`src/rtl/router_pkg.sv`:
```
// Shared definitions for the 1x3 router: FSM state encoding and address constants.
// Imported by router_fsm, router_reg and the synchronizer so that everyone
// agrees on the state codes and the address field width.
package router_pkg;

  // Number of destination FIFOs. Header addresses 0..NUM_DEST-1 are routable.
  localparam int NUM_DEST = 3;

  // Width of the header address field, carried in data_in[1:0].
  localparam int ADDR_W = 2;

  // Reserved header address. A header carrying it is dropped.
  localparam logic [ADDR_W-1:0] INVALID_ADDR = 2'b11;

  // Controller states. DECODE_ADDRESS is code 0 so that a cleared register
  // is idle. All eight codes are in use.
  typedef enum logic [2:0] {
    DECODE_ADDRESS     = 3'd0,
    LOAD_FIRST_DATA    = 3'd1,
    LOAD_DATA          = 3'd2,
    LOAD_PARITY        = 3'd3,
    FIFO_FULL_STATE    = 3'd4,
    LOAD_AFTER_FULL    = 3'd5,
    WAIT_TILL_EMPTY    = 3'd6,
    CHECK_PARITY_ERROR = 3'd7
  } state_t;

endpackage

```
`src/rtl/router_fsm.sv`:
```
// Purpose : control FSM of the 1x3 router; decodes the header address and
//           sequences header, payload and parity loading into router_reg.
// Latency : Moore machine, outputs decode the state register only (no
//           registered outputs); header in DA, first byte loaded one cycle later.
// Backpr. : fifo_full stalls in FIFO_FULL_STATE; a non-empty destination parks
//           the packet in WAIT_TILL_EMPTY; busy tells the source to hold its byte.
//
// Ports:
//   clock            system clock, rising edge
//   resetn           asynchronous active-low reset
//   pkt_valid        source strobe for header/payload; low on the parity byte
//   data_in          header address field, sampled in DECODE_ADDRESS
//   fifo_full        selected destination FIFO is full
//   fifo_empty       per-destination empty flags
//   soft_reset       per-destination timeout soft reset
//   parity_done      parity byte has been captured by router_reg
//   low_packet_valid pkt_valid fell while the FSM was stalled on full
//   detect_add .. rst_int_reg  one-hot state strobes for router_reg
//   write_enb_reg    write enable towards the synchronizer/FIFO path
//   busy             source must hold the current byte
module router_fsm #(
  parameter int NUM_DEST = router_pkg::NUM_DEST
) (
  input  logic                        clock,
  input  logic                        resetn,
  input  logic                        pkt_valid,
  input  logic [router_pkg::ADDR_W-1:0] data_in,
  input  logic                        fifo_full,
  input  logic [NUM_DEST-1:0]         fifo_empty,
  input  logic [NUM_DEST-1:0]         soft_reset,
  input  logic                        parity_done,
  input  logic                        low_packet_valid,
  output logic                        detect_add,
  output logic                        lfd_state,
  output logic                        ld_state,
  output logic                        laf_state,
  output logic                        full_state,
  output logic                        rst_int_reg,
  output logic                        write_enb_reg,
  output logic                        busy
);

  import router_pkg::*;

  state_t              state_q;
  state_t              state_d;
  logic [ADDR_W-1:0]   addr_q;

  // Per-address lookups. din_* look at the incoming header byte (used only
  // while decoding); sel_* look at the latched destination.
  logic                din_ok;
  logic                din_empty;
  logic                sel_empty;
  logic                sel_soft;

  // Address selection is written as a compare loop rather than a direct
  // index so that an address at or beyond NUM_DEST reads as "not present"
  // instead of indexing past the end of the flag vectors.
  always_comb begin
    din_ok    = 1'b0;
    din_empty = 1'b0;
    sel_empty = 1'b0;
    sel_soft  = 1'b0;
    for (int i = 0; i < NUM_DEST; i++) begin
      if (data_in == ADDR_W'(i)) begin
        din_ok    = 1'b1;
        din_empty = fifo_empty[i];
      end
      if (addr_q == ADDR_W'(i)) begin
        sel_empty = fifo_empty[i];
        sel_soft  = soft_reset[i];
      end
    end
    // The reserved code is never routable, whatever NUM_DEST is set to.
    if (data_in == INVALID_ADDR) begin
      din_ok    = 1'b0;
      din_empty = 1'b0;
    end
  end

  // State register.
  always_ff @(posedge clock or negedge resetn) begin
    if (!resetn) begin
      state_q <= DECODE_ADDRESS;
    end else begin
      state_q <= state_d;
    end
  end

  // Destination latch. It follows data_in for as long as the FSM sits in
  // DA with pkt_valid high, so when DA is left it holds the header that
  // caused the exit. Dropped (invalid) headers may leave it at 3; that is
  // harmless because DA never consults it.
  always_ff @(posedge clock or negedge resetn) begin
    if (!resetn) begin
      addr_q <= '0;
    end else if (state_q == DECODE_ADDRESS && pkt_valid) begin
      addr_q <= data_in;
    end
  end

  // Next-state and output decode.
  always_comb begin
    state_d       = state_q;
    detect_add    = 1'b0;
    lfd_state     = 1'b0;
    ld_state      = 1'b0;
    laf_state     = 1'b0;
    full_state    = 1'b0;
    rst_int_reg   = 1'b0;
    write_enb_reg = 1'b0;
    busy          = 1'b1;

    case (state_q)
      DECODE_ADDRESS: begin
        detect_add = 1'b1;
        busy       = 1'b0;
        // Invalid address or idle bus: the byte is simply dropped.
        if (pkt_valid && din_ok) begin
          state_d = din_empty ? LOAD_FIRST_DATA : WAIT_TILL_EMPTY;
        end
      end

      LOAD_FIRST_DATA: begin
        lfd_state = 1'b1;
        state_d   = LOAD_DATA;
      end

      LOAD_DATA: begin
        ld_state      = 1'b1;
        write_enb_reg = 1'b1;
        busy          = 1'b0;
        // A full FIFO must be serviced before the parity byte is accepted,
        // so fifo_full wins even when pkt_valid has already dropped.
        if (fifo_full) begin
          state_d = FIFO_FULL_STATE;
        end else if (!pkt_valid) begin
          state_d = LOAD_PARITY;
        end
      end

      LOAD_PARITY: begin
        write_enb_reg = 1'b1;
        state_d       = CHECK_PARITY_ERROR;
      end

      CHECK_PARITY_ERROR: begin
        rst_int_reg = 1'b1;
        state_d     = fifo_full ? FIFO_FULL_STATE : DECODE_ADDRESS;
      end

      FIFO_FULL_STATE: begin
        full_state = 1'b1;
        if (!fifo_full) begin
          state_d = LOAD_AFTER_FULL;
        end
      end

      LOAD_AFTER_FULL: begin
        laf_state     = 1'b1;
        write_enb_reg = 1'b1;
        // Resume where the stall interrupted: packet already finished,
        // parity still to load, or more payload to come.
        if (parity_done) begin
          state_d = DECODE_ADDRESS;
        end else if (low_packet_valid) begin
          state_d = LOAD_PARITY;
        end else begin
          state_d = LOAD_DATA;
        end
      end

      WAIT_TILL_EMPTY: begin
        if (sel_empty) begin
          state_d = LOAD_FIRST_DATA;
        end
      end

      default: begin
        detect_add = 1'b1;
        busy       = 1'b0;
        state_d    = DECODE_ADDRESS;
      end
    endcase

    // A destination timeout abandons the packet from anywhere but idle.
    if (state_q != DECODE_ADDRESS && sel_soft) begin
      state_d = DECODE_ADDRESS;
    end
  end

endmodule
```
`config.mk`:
```
export PLATFORM = sky130hd
export DESIGN_NAME = router_fsm
export DESIGN_NICKNAME = d
export VERILOG_FILES = /design/src/rtl/router_pkg.sv /design/src/rtl/router_fsm.sv
export SDC_FILE = /design/constraint.sdc
export NUM_CORES = 1
export LEC_CHECK = 0
export ABC_AREA = 0
export CAP_MARGIN = 20
export CORE_AREA = 2 2 39 41
export CTS_BUF_LIST = sky130_fd_sc_hd__clkbuf_4
export DETAILED_ROUTE_END_ITERATION = 7
export DIE_AREA = 0 0 41 43
export PLACE_DENSITY = 0.7
export SYNTH_ARGS = -nofsm -noshare
export SYNTH_HDL_FRONTEND = slang
export SYNTH_SLANG_ARGS = --single-unit
```
`constraint.sdc`:
```
create_clock -name clock -period 1.7 [get_ports clock]
set_clock_uncertainty 0.15 [all_clocks]
set_input_delay 0.17 -clock clock [delete_from_list [all_inputs] [get_ports clock]]
set_output_delay 0.17 -clock clock [all_outputs]
set_load 0.02 [all_outputs]
```
==> impl_metrics.py, run 1 <==
metrics = {
    "setup_path": {
        "worstSetupStartpointType": "register",
        "rr_startpoint": "state_q[1]",
        "cp_max_fo": 9,
        "cp.required_ps": 1700,
        "reg2reg_depth": 4,
        "crit-reg2reg-capture": "state_q[2]",
        "critical_path_sink_type": "register",
        "reg2reg_slack_ps": 60,
        "worstSetupPathType": "reg -> reg",
        "critPathArrivalTime_ps": 1630,
    },
    "synthesis": {
        "synthDominantCellAreaShare_pct": 26.7,
        "synthesis.area_sq_um": 469,
        "seq_area_frac_synth_pct": 26.7,
        "synth_cells": 53,
        "post_syn_nets": 67,
        "postSynthRegisterBits": 5,
        "synth_area_leader_cell": "sky130_fd_sc_hd__dfrtp_1",
        "synth.distinct_cells": 32,
        "yosysWarningCount": 0,
        "avgSynthCellArea_sq_um": 8.85,
        "netlist_top_cells_area": "sky130_fd_sc_hd__dfrtp_1 27%, sky130_fd_sc_hd__mux2i_1 6.4%, sky130_fd_sc_hd__buf_6 4.8%, sky130_fd_sc_hd__mux2_2 4.8%, sky130_fd_sc_hd__nand2b_1 4.0%",
    },
    "worst_hold_path": {
        "hold_start": "addr_q[1]",
        "hold-path-endpoint": "addr_q[1]",
        "hold_class": "reg -> reg",
        "worstHoldPathCells": 1,
    },
    "grt": {
        "grt_pass1_wl_um": 2250,
        "grtUsageTotal_pct": 19.6,
        "grt_pass1_vias": 555,
        "grt_max_degree": 11,
        "number_of_antenna_violations_at_the_first_check_in_global_routing": 0,
        "global_route.overflow_total": 0,
    },
    "clock_network": {
        "post_cts.repair.setup_buffers": 0,
        "clkSlewWorstSetupHoldPaths_ps": 50,
        "clock_sink_count": 5,
        "clkLatencyLatePin_ps": 260,
        "cts_buffer_depth": 2,
        "clock-root-buffer": "sky130_fd_sc_hd__clkbuf_4",
        "cts_htree_levels": 1,
        "tritoncts_clock_tree": "built",
        "cts_made_buffers": 3,
    },
    "detailed_routing": {
        "detail_route.wl_per_cell_um": 12.2,
        "drt_pass1_iterations": 4,
        "route.antenna.remaining_nets": 0,
        "routed_via_density": 5.21,
        "drt-initial-drc-count": 9,
        "drt-total-wl_um": 1300,
        "drc": 0,
        "vias": 557,
    },
    "die": {
        "die_y_um": 43,
        "io-pin-count": 22,
        "std_cell_rows": 14,
        "start_util_pct": 33.9,
        "design.core.area_sq_um": 1380,
        "dieWidth_um": 41,
        "die_area_sq_um": 1760,
    },
    "cells_and_area": {
        "diodes": 0,
        "layout-area-overhead-vs-synth_pct": 71.5,
        "drive_gt1_share_pct": 37.4,
        "design.final.nets": 106,
    },
    "pwr": {
        "power.density_nw_per_um2": 1710,
        "leakage_uw": 0.000379,
        "vdd_ir_drop_max_mv": 0.800,
    },
    "timing": {
        "max_slew.worst_pin.slew_ps": 259,
        "min_period_over_period_pct": 96.3,
        "rsz0062_at_grt": "no",
        "worst_hold_margin_ps": 454,
        "finalWorstPathRequiredPeriod_ps": 1640,
        "maxClockFrequency_ghz": 0.611,
        "timing.final.hold_violations": 0,
        "timing.max_slew.rel_slack_pct": 82.6,
        "setup_viol": 0,
        "fin_tns_setup_ps": 0,
        "timing.final.max_slew_violations": 0,
    },
    "placement": {
        "place.port_buffers": 21,
        "place_congestion": 0.773,
        "dp_hpwl_um": 1040,
    },
    "flow_run": {
        "max_cap_violations": 0,
    },
    "outcome": {
        "run_status": "finished, final reports clean",
    },
}
where the power goes:
part           internal (uW)  total, uW  switching [uW]
Clock                   85.9        149            63.0
Sequential               181        241            60.8
Combinational            510        984             475
Total                    776       1370             598
stage by stage:
step                power, uW  area, sq um  util, %  setup WS [ps]  instances
floorplan                 843          477        -            108         53
global placement         1260          790     57.1           -124        102
detailed placement       1280          790     57.1           -135        102
CTS                      1400          827     59.8           5.52        107
global route             1490          805     58.1          0.427        107
finish                   1370          805     58.1           63.2        107
layout by cell type, fill, tap and decap left out, types with 2 or more instances in the layout:
cell type / synthesis / layout
sky130_fd_sc_hd__buf_4: 1 / 15
sky130_fd_sc_hd__clkdlybuf4s50_1: 0 / 13
sky130_fd_sc_hd__dfrtp_1: 5 / 5
sky130_fd_sc_hd__inv_1: 3 / 3
sky130_fd_sc_hd__nand2_1: 3 / 3
sky130_fd_sc_hd__nor2_1: 4 / 3
sky130_fd_sc_hd__nand2b_1: 3 / 3
sky130_fd_sc_hd__mux2i_1: 3 / 3
sky130_fd_sc_hd__clkbuf_4: 0 / 3
sky130_fd_sc_hd__clkbuf_2: 0 / 3
sky130_fd_sc_hd__and3_1: 2 / 2
sky130_fd_sc_hd__nand3b_1: 2 / 2
sky130_fd_sc_hd__mux2_2: 2 / 2
sky130_fd_sc_hd__buf_2: 0 / 2
worst max path at each step:
stage	start	cells after the start	slack [ps]	endpoint
after global routing	state_q[2]	5	0.4	state_q[0]
final	state_q[1]	4	60	state_q[2]
after floorplan	state_q[0]	5	110	state_q[0]
after detailed placement	fifo_full	5	-140	state_q[2]
after CTS	state_q[2]	4	6	write_enb_reg
after global placement	fifo_full	5	-120	state_q[2]
timing repair:
item                                    in CTS  in global routing
hold endpoints to repair                     5                  0
gates resized for setup                     16                  9
hold buffers                                 1                  0
endpoints found under the setup margin       8                  9
cells in the mapped netlist:
library cell / n
sky130_fd_sc_hd__a21bo_2: 1
sky130_fd_sc_hd__a21oi_1: 1
sky130_fd_sc_hd__a221o_1: 1
sky130_fd_sc_hd__a22oi_1: 1
sky130_fd_sc_hd__a31oi_1: 1
sky130_fd_sc_hd__a32o_1: 1
sky130_fd_sc_hd__and3_1: 2
sky130_fd_sc_hd__buf_4: 1
sky130_fd_sc_hd__buf_6: 2
sky130_fd_sc_hd__dfrtp_1: 5
sky130_fd_sc_hd__inv_1: 3
sky130_fd_sc_hd__inv_2: 1
sky130_fd_sc_hd__mux2_2: 2
sky130_fd_sc_hd__mux2i_1: 3
sky130_fd_sc_hd__nand2_1: 3
sky130_fd_sc_hd__nand2b_1: 3
sky130_fd_sc_hd__nand3b_1: 2
sky130_fd_sc_hd__nand4_1: 1
sky130_fd_sc_hd__nor2_1: 4
sky130_fd_sc_hd__nor3_1: 1
sky130_fd_sc_hd__nor3_2: 1
sky130_fd_sc_hd__nor3b_1: 2
sky130_fd_sc_hd__o2111ai_1: 1
sky130_fd_sc_hd__o211a_1: 1
sky130_fd_sc_hd__o211ai_1: 1
sky130_fd_sc_hd__o21ai_0: 2
sky130_fd_sc_hd__o221a_1: 1
sky130_fd_sc_hd__o221ai_2: 1
sky130_fd_sc_hd__o22ai_1: 1
sky130_fd_sc_hd__o31ai_1: 1
sky130_fd_sc_hd__or2_0: 1
sky130_fd_sc_hd__or2_2: 1
flip-flops by register name, summed over array words and instances (netlist names):
name,flops
state_q,3
addr_q,2
worst max-delay path, stage by stage, from the launching register on:
cell	delay [ps]
sky130_fd_sc_hd__dfrtp_1	390
sky130_fd_sc_hd__buf_4	180
sky130_fd_sc_hd__a221o_1	350
sky130_fd_sc_hd__or2_0	230
sky130_fd_sc_hd__o221a_1	240
per-layer routing:
metal / GRT usage [%] / share of wire [%]
met1: 22.6 / 45
met2: 28.7 / 47
met3: 9.42 / 5.0
met4: 10.0 / 2.6
met5: 0 / 0
final cells by class:
class                           instances  area, sq um
Multi-Input combinational cell         41          309
Inverter                                4         15.0
Sequential cell                         5          125
Clock inverter                          1         5.00
Fill cell                             138          579
Clock buffer                            3         22.5
Tap cell                               16         20.0
Timing Repair Buffer                   37          308
logic make-up after synthesis:
group | after synthesis | synth area share [%]
and+or+nand+nor | 21 | 25.9
AOI/OAI and AO/OA | 15 | 26.7
buffers and inverters | 7 | 9.60
muxes | 5 | 11.2
DFF | 5 | 26.7
No activity file was read; power rests on OpenSTA's default activity.
==> run 2, diff against run 1 <==
--- a/config.mk
+++ b/config.mk
@@ -7,11 +7,13 @@
 export LEC_CHECK = 0
 export ABC_AREA = 0
 export CAP_MARGIN = 20
-export CORE_AREA = 2 2 39 41
+export CELL_PAD_IN_SITES_DETAIL_PLACEMENT = 1
+export CELL_PAD_IN_SITES_GLOBAL_PLACEMENT = 1
+export CORE_MARGIN = 4
+export CORE_UTILIZATION = 29
 export CTS_BUF_LIST = sky130_fd_sc_hd__clkbuf_4
 export DETAILED_ROUTE_END_ITERATION = 7
-export DIE_AREA = 0 0 41 43
-export PLACE_DENSITY = 0.7
+export PLACE_DENSITY_LB_ADDON = 0.1
 export SYNTH_ARGS = -nofsm -noshare
 export SYNTH_HDL_FRONTEND = slang
 export SYNTH_SLANG_ARGS = --single-unit
==> run 2 against run 1 <==
  * Utilization down 3.6 points
  * Die area up 32%
  * Wire length grew 35%
  * Sequential share of layout area fell by 0.49 points
  * Power up 5.2%
  * Clock-buffer cell count unchanged
  * Critical path type unchanged
  * Largest power group unchanged
==> impl_metrics.py, run 2 (synthesis results as in run 1) <==
metrics = {
    "detailed_routing": {
        "route.antenna.remaining_nets": 0,
        "drt-initial-drc-count": 8,
        "routed_via_density": 5.19,
        "drt_pass1_iterations": 2,
        "drc": 0,
        "drt-total-wl_um": 1760,
        "vias": 571,
        "detail_route.wl_per_cell_um": 16.0,
    },
    "cells_and_area": {
        "final-seq-area_sq_um": 125,
        "largest_register_ff_count": 3,
        "fin_util_pct": 54.5,
        "layout-area-overhead-vs-synth_pct": 77.1,
        "post-route-cell-area_sq_um": 831,
        "final_cell_mix": "14 x sky130_fd_sc_hd__buf_4, 13 x sky130_fd_sc_hd__clkdlybuf4s50_1, 5 x sky130_fd_sc_hd__dfrtp_1, 5 x sky130_fd_sc_hd__buf_2",
        "multiInputGateArea_sq_um": 307,
        "design.final.nets": 109,
        "fillers": 185,
        "drive_gt1_share_pct": 38.3,
        "largest_registers": "state_q (3), addr_q (2)",
        "most_common_cell_after_layout_fill_and_taps_aside": "sky130_fd_sc_hd__buf_4",
        "max_flop_register": "state_q",
        "diodes": 0,
        "final_cell_count_no_fill": 110,
    },
    "grt": {
        "grt_max_degree": 11,
        "grt_pass1_vias": 525,
        "grt_pass1_wl_um": 2440,
        "global_route.overflow_total": 0,
        "grtUsageTotal_pct": 16.2,
        "number_of_antenna_violations_at_the_first_check_in_global_routing": 0,
    },
    "die": {
        "die_area_sq_um": 2330,
        "io-pin-count": 22,
        "die_y_um": 48.2,
        "std_cell_rows": 14,
        "start_util_pct": 30.8,
        "dieWidth_um": 48.2,
        "design.core.area_sq_um": 1520,
    },
    "timing": {
        "timing.final.hold_violations": 0,
        "post-route-worst-setup-slack_ps": 35.0,
        "setup_viol": 0,
        "max_slew.worst_pin.slew_ps": 293,
        "min_period_over_period_pct": 97.9,
        "finalWorstPathRequiredPeriod_ps": 1660,
        "worst_hold_margin_ps": 462,
        "maxClockFrequency_ghz": 0.601,
        "timing.max_slew.rel_slack_pct": 80.3,
        "rsz0062_at_grt": "yes",
        "timing.final.max_slew_violations": 0,
    },
    "placement": {
        "place_congestion": 0.759,
        "dp_hpwl_um": 1300,
        "place.port_buffers": 21,
        "dpl.cell_count": 101,
        "detailedPlace.worstSlack_ps": -179,
        "placedInstanceArea_sq_um": 782,
    },
    "flow_run": {
        "max_cap_violations": 0,
    },
    "setup_path": {
        "critPathArrivalTime_ps": 1670,
        "timing.critical_path.max_delay_family": "compound AO/OA/AOI/OAI gates",
        "cp_max_fo": 8,
        "worstSetupStartpointType": "register",
        "critical_path_sink_type": "register",
        "cp.required_ps": 1700,
        "worstPathCellList": "buf_6 -> a221o_1 -> or2_0 -> o221a_1",
        "critical-path-max-stage-delay_ps": 410,
        "worstPathBufferInverterCount": 1,
        "worstSetupPathType": "reg -> reg",
        "cp_max_delay_cell": "sky130_fd_sc_hd__dfrtp_1",
    },
    "worst_hold_path": {
        "hold_class": "reg -> reg",
    },
    "pwr": {
        "power.density_nw_per_um2": 1740,
        "vdd_ir_drop_max_mv": 0.895,
        "leakage_uw": 0.000399,
    },
    "outcome": {
        "run_status": "finished, final reports clean",
    },
    "clock_network": {
        "cts_made_buffers": 3,
        "tritoncts_clock_tree": "built",
        "cts_htree_levels": 1,
        "clock-root-buffer": "sky130_fd_sc_hd__clkbuf_4",
        "clock_sink_count": 5,
        "clkLatencyLatePin_ps": 270,
        "clkSlewWorstSetupHoldPaths_ps": 60,
        "cts_buffer_depth": 2,
    },
}
==> run 2: cell types whose count changed in the layout (fill, tap and decap cells not counted) <==
| cell | delta |
|---|---|
| sky130_fd_sc_hd__clkbuf_2 | -2 |
| sky130_fd_sc_hd__dlygate4sd2_1 | +1 |
| sky130_fd_sc_hd__buf_2 | +3 |
| sky130_fd_sc_hd__buf_6 | +3 |
| sky130_fd_sc_hd__or2_4 | -1 |
| sky130_fd_sc_hd__or2_2 | +1 |
| sky130_fd_sc_hd__clkdlybuf4s15_2 | -1 |
| sky130_fd_sc_hd__buf_4 | -1 |
==> run 2: through the flow <==
stage                     power [uW]  TNS [ps]
final                           1450         0
after global routing            1560     -25.6
after floorplan                  843         0
after CTS                       1390         0
after detailed placement        1280      -533
after global placement          1260      -376
==> run 2: final timing paths <==
check | startpoint | endpoint | slack, ps | cells after the start
max | state_q[2] | state_q[2] | 40 | 4
min | addr_q[1] | addr_q[1] | 460 | 1
max reg2reg | state_q[2] | state_q[2] | 40 | 4
min reg2reg | addr_q[1] | addr_q[1] | 460 | 1
max in group asynchronous | resetn | state_q[0] | 700 | 2
min in group asynchronous | resetn | state_q[2] | 510 | 2
==> run 2: worst reg2reg max path, stage by stage, from the launching register on <==
cell and delay, ps:
sky130_fd_sc_hd__dfrtp_1 410, sky130_fd_sc_hd__buf_6 150, sky130_fd_sc_hd__a221o_1 370, sky130_fd_sc_hd__or2_0 210, sky130_fd_sc_hd__o221a_1 260
==> run 2: timing repair <==
item	4_1_cts	5_1_grt
cloned	0	1
pin swaps	0	3
resized for setup	18	9
hold buffers	1	0
buffers inserted	0	3
setup endpoints to repair	8	6
endpoints found under the hold margin	5	0
==> run 2: metal layers <==
layer	up-vias	global-route usage, %	routed length (um)
li1	282	-	-
met1	271	21.2	849
met2	13	23.7	811
met5	-	0	0
met4	0	6.45	29
met3	5	6.64	67
==> run 2: final cells by class <==
| class | count | share of cell area (%) |
|---|---|---|
| Timing Repair Buffer | 40 | 40.5 |
| Multi-Input combinational cell | 41 | 36.9 |
| Sequential cell | 5 | 15.1 |
| Clock buffer | 3 | 2.71 |
| Tap cell | 16 | 2.41 |
| Inverter | 4 | 1.81 |
| Clock inverter | 1 | 0.602 |
==> run 2: report_power, final <==
group	internal (uW)	total (uW)	switching (uW)
Sequential	180	246	65.2
Combinational	530	1040	515
Clock	86.2	155	68.9
==> run 3, diff against run 2 <==
--- a/config.mk
+++ b/config.mk
@@ -7,13 +7,14 @@
 export LEC_CHECK = 0
 export ABC_AREA = 0
 export CAP_MARGIN = 20
-export CELL_PAD_IN_SITES_DETAIL_PLACEMENT = 1
-export CELL_PAD_IN_SITES_GLOBAL_PLACEMENT = 1
+export CELL_PAD_IN_SITES_DETAIL_PLACEMENT = 2
+export CELL_PAD_IN_SITES_GLOBAL_PLACEMENT = 2
 export CORE_MARGIN = 4
-export CORE_UTILIZATION = 29
+export CORE_UTILIZATION = 23
 export CTS_BUF_LIST = sky130_fd_sc_hd__clkbuf_4
 export DETAILED_ROUTE_END_ITERATION = 7
 export PLACE_DENSITY_LB_ADDON = 0.1
+export SLEW_MARGIN = 20
 export SYNTH_ARGS = -nofsm -noshare
 export SYNTH_HDL_FRONTEND = slang
 export SYNTH_SLANG_ARGS = --single-unit
==> run 3 against run 2 <==
  * The run now ends with negative setup slack left
  * Sequential cell count stayed put
  * Cell area is 2.7% higher
  * Register-to-register slack worse by 80 ps
  * Utilization is 11 points lower
  * Die area is 22% higher
  * Power is 3.2% higher
==> impl_metrics.py, run 3 (synthesis results as in run 1) <==
metrics = {
    "outcome": {
        "run_status": "finished with violations",
        "violated_checks": "negative setup slack",
    },
    "grt": {
        "grt_pass1_wl_um": 3080,
        "grtUsageTotal_pct": 15.3,
        "number_of_antenna_violations_at_the_first_check_in_global_routing": 0,
        "global_route.overflow_total": 0,
        "grt_pass1_vias": 662,
        "grt_max_degree": 10,
    },
    "clock_network": {
        "clock_sink_count": 5,
        "clkLatencyLatePin_ps": 240,
        "cts_made_buffers": 3,
        "clock-root-buffer": "sky130_fd_sc_hd__clkbuf_4",
        "tritoncts_clock_tree": "built",
        "post_cts.repair.setup_buffers": 0,
        "cts_htree_levels": 1,
        "holdBufCountCts": 0,
        "cts_buffer_depth": 2,
        "clkSlewWorstSetupHoldPaths_ps": 40,
    },
    "setup_path": {
        "critical_path_sink_type": "output port",
        "worstSetupStartpointType": "register",
        "worstSetupPathType": "reg -> out",
        "critPathArrivalTime_ps": 1440,
        "cp.required_ps": 1380,
        "cp_max_fo": 6,
        "rr_startpoint": "state_q[0]",
        "timing.critical_path.from": "state_q[0]",
    },
    "timing": {
        "timing.final.max_slew_violations": 0,
        "finalWorstPathRequiredPeriod_ps": 1760,
        "fin_tns_setup_ps": -100,
        "max_slew.worst_pin.slew_ps": 277,
        "timing.final.hold_violations": 0,
        "setup_viol": 3,
        "maxClockFrequency_ghz": 0.569,
        "post-route-worst-setup-slack_ps": -58.9,
        "rsz0062_at_grt": "yes",
        "timing.max_slew.rel_slack_pct": 81.4,
        "min_period_over_period_pct": 103,
    },
    "pwr": {
        "switchingPower_uw": 658,
        "leakage_uw": 0.000401,
        "power.density_nw_per_um2": 1750,
        "clockPowerShare_pct": 9.2,
        "vdd_ir_drop_max_mv": 0.758,
        "share_seq_of_total_power_pct": 17.0,
        "power.share.switching_pct": 44.1,
        "internal-power_uw": 834,
        "combinationalPowerShare_pct": 73.8,
    },
    "die": {
        "die_y_um": 53.2,
        "io-pin-count": 22,
        "std_cell_rows": 16,
        "design.core.area_sq_um": 1940,
        "die_area_sq_um": 2830,
        "dieWidth_um": 53.2,
        "start_util_pct": 24.2,
    },
    "placement": {
        "place.port_buffers": 21,
        "placedInstanceArea_sq_um": 833,
        "dpl.cell_count": 117,
        "place_congestion": 0.696,
        "dp_hpwl_um": 1600,
    },
    "cells_and_area": {
        "most_common_cell_after_layout_fill_and_taps_aside": "sky130_fd_sc_hd__buf_4",
        "multiInputGateArea_sq_um": 317,
        "diodes": 0,
        "final_cell_count_no_fill": 121,
        "max_flop_register": "state_q",
        "final_cell_mix": "17 x sky130_fd_sc_hd__buf_4, 13 x sky130_fd_sc_hd__clkdlybuf4s50_1, 4 x sky130_fd_sc_hd__dfrtp_1",
        "fillers": 233,
        "final-seq-area_sq_um": 126,
        "layout-area-overhead-vs-synth_pct": 81.9,
        "largest_register_ff_count": 3,
        "largest_registers": "state_q (3), addr_q (2)",
        "post-route-cell-area_sq_um": 853,
        "design.final.nets": 109,
        "drive_gt1_share_pct": 43.6,
    },
    "detailed_routing": {
        "drt-total-wl_um": 1850,
        "drt-initial-drc-count": 1,
        "drt_pass1_iterations": 2,
        "detail_route.wl_per_cell_um": 15.2,
        "routed_via_density": 4.82,
        "vias": 583,
        "route.antenna.remaining_nets": 0,
        "drc": 0,
    },
    "flow_run": {
        "max_cap_violations": 0,
    },
    "worst_hold_path": {
        "hold_class": "in -> async",
    },
}
==> run 3: cell types whose count changed in the layout (fill, tap and decap cells not counted), sizes merged <==
cell	delta
clkbuf	+1
dlygate4sd3	-1
==> run 3: through the flow <==
stage / worst slack, ps / hold slack [ps] / power, uW / util [%]
6_report: -58.9 / 0.806 / 1490 / 43.9
5_1_grt: -101 / 5.71 / 1640 / 43.9
4_1_cts: -39.1 / 3.13 / 1510 / 43.9
3_5_place_dp: -198 / 264 / 1400 / 42.9
3_3_place_gp: -148 / 266 / 1360 / 42.9
2_1_floorplan: 108 / -276 / 843 / -
==> run 3: critical path, stage by stage (launching register included) <==
cell and delay (ps):
sky130_fd_sc_hd__dfrtp_2 440, sky130_fd_sc_hd__buf_4 180, sky130_fd_sc_hd__nor3_2 270, sky130_fd_sc_hd__clkdlybuf4s15_2 310
==> run 3: metal layers <==
layer / track usage, % / vias to the layer above / routed length (um)
met5: 0 / - / 0
met4: 1.28 / 0 / 0
met3: 5.35 / 0 / 72
met2: 26.9 / 8 / 979
met1: 18.4 / 292 / 793
li1: - / 283 / -
==> run 3: worst paths after layout <==
path,slack (ps),depth (start not counted),end
worst min-delay path,0.8,1,addr_q[0]
worst max-delay path,-60,3,detect_add
worst min register to register,460,1,addr_q[1]
min in group clock,460,1,addr_q[1]
max in group asynchronous,1190,1,state_q[0]
worst max register to register,-40,6,state_q[2]
==> run 3: power by group through the flow <==
stage                     Combinational (uW)  Sequential (uW)  Clock, uW
after floorplan                          610              234          0
after global placement                  1110              248          0
after detailed placement                1140              252          0
after CTS                               1110              254        142
after global routing                    1220              264        158
final                                   1100              254        137
==> run 3: what timing repair did <==
item	4_1_cts	5_1_grt
resized for setup	23	6
setup endpoints to repair	9	8
gates cloned	0	0
==> run 3: cell type report <==
class	count	share of cell area, %
clock buffer	3	2.64
clock inverter	1	0.587
inverter	4	1.76
multi-input combinational	41	37.1
sequential	5	14.8
tap	27	3.96
timing repair buffer	40	39.1
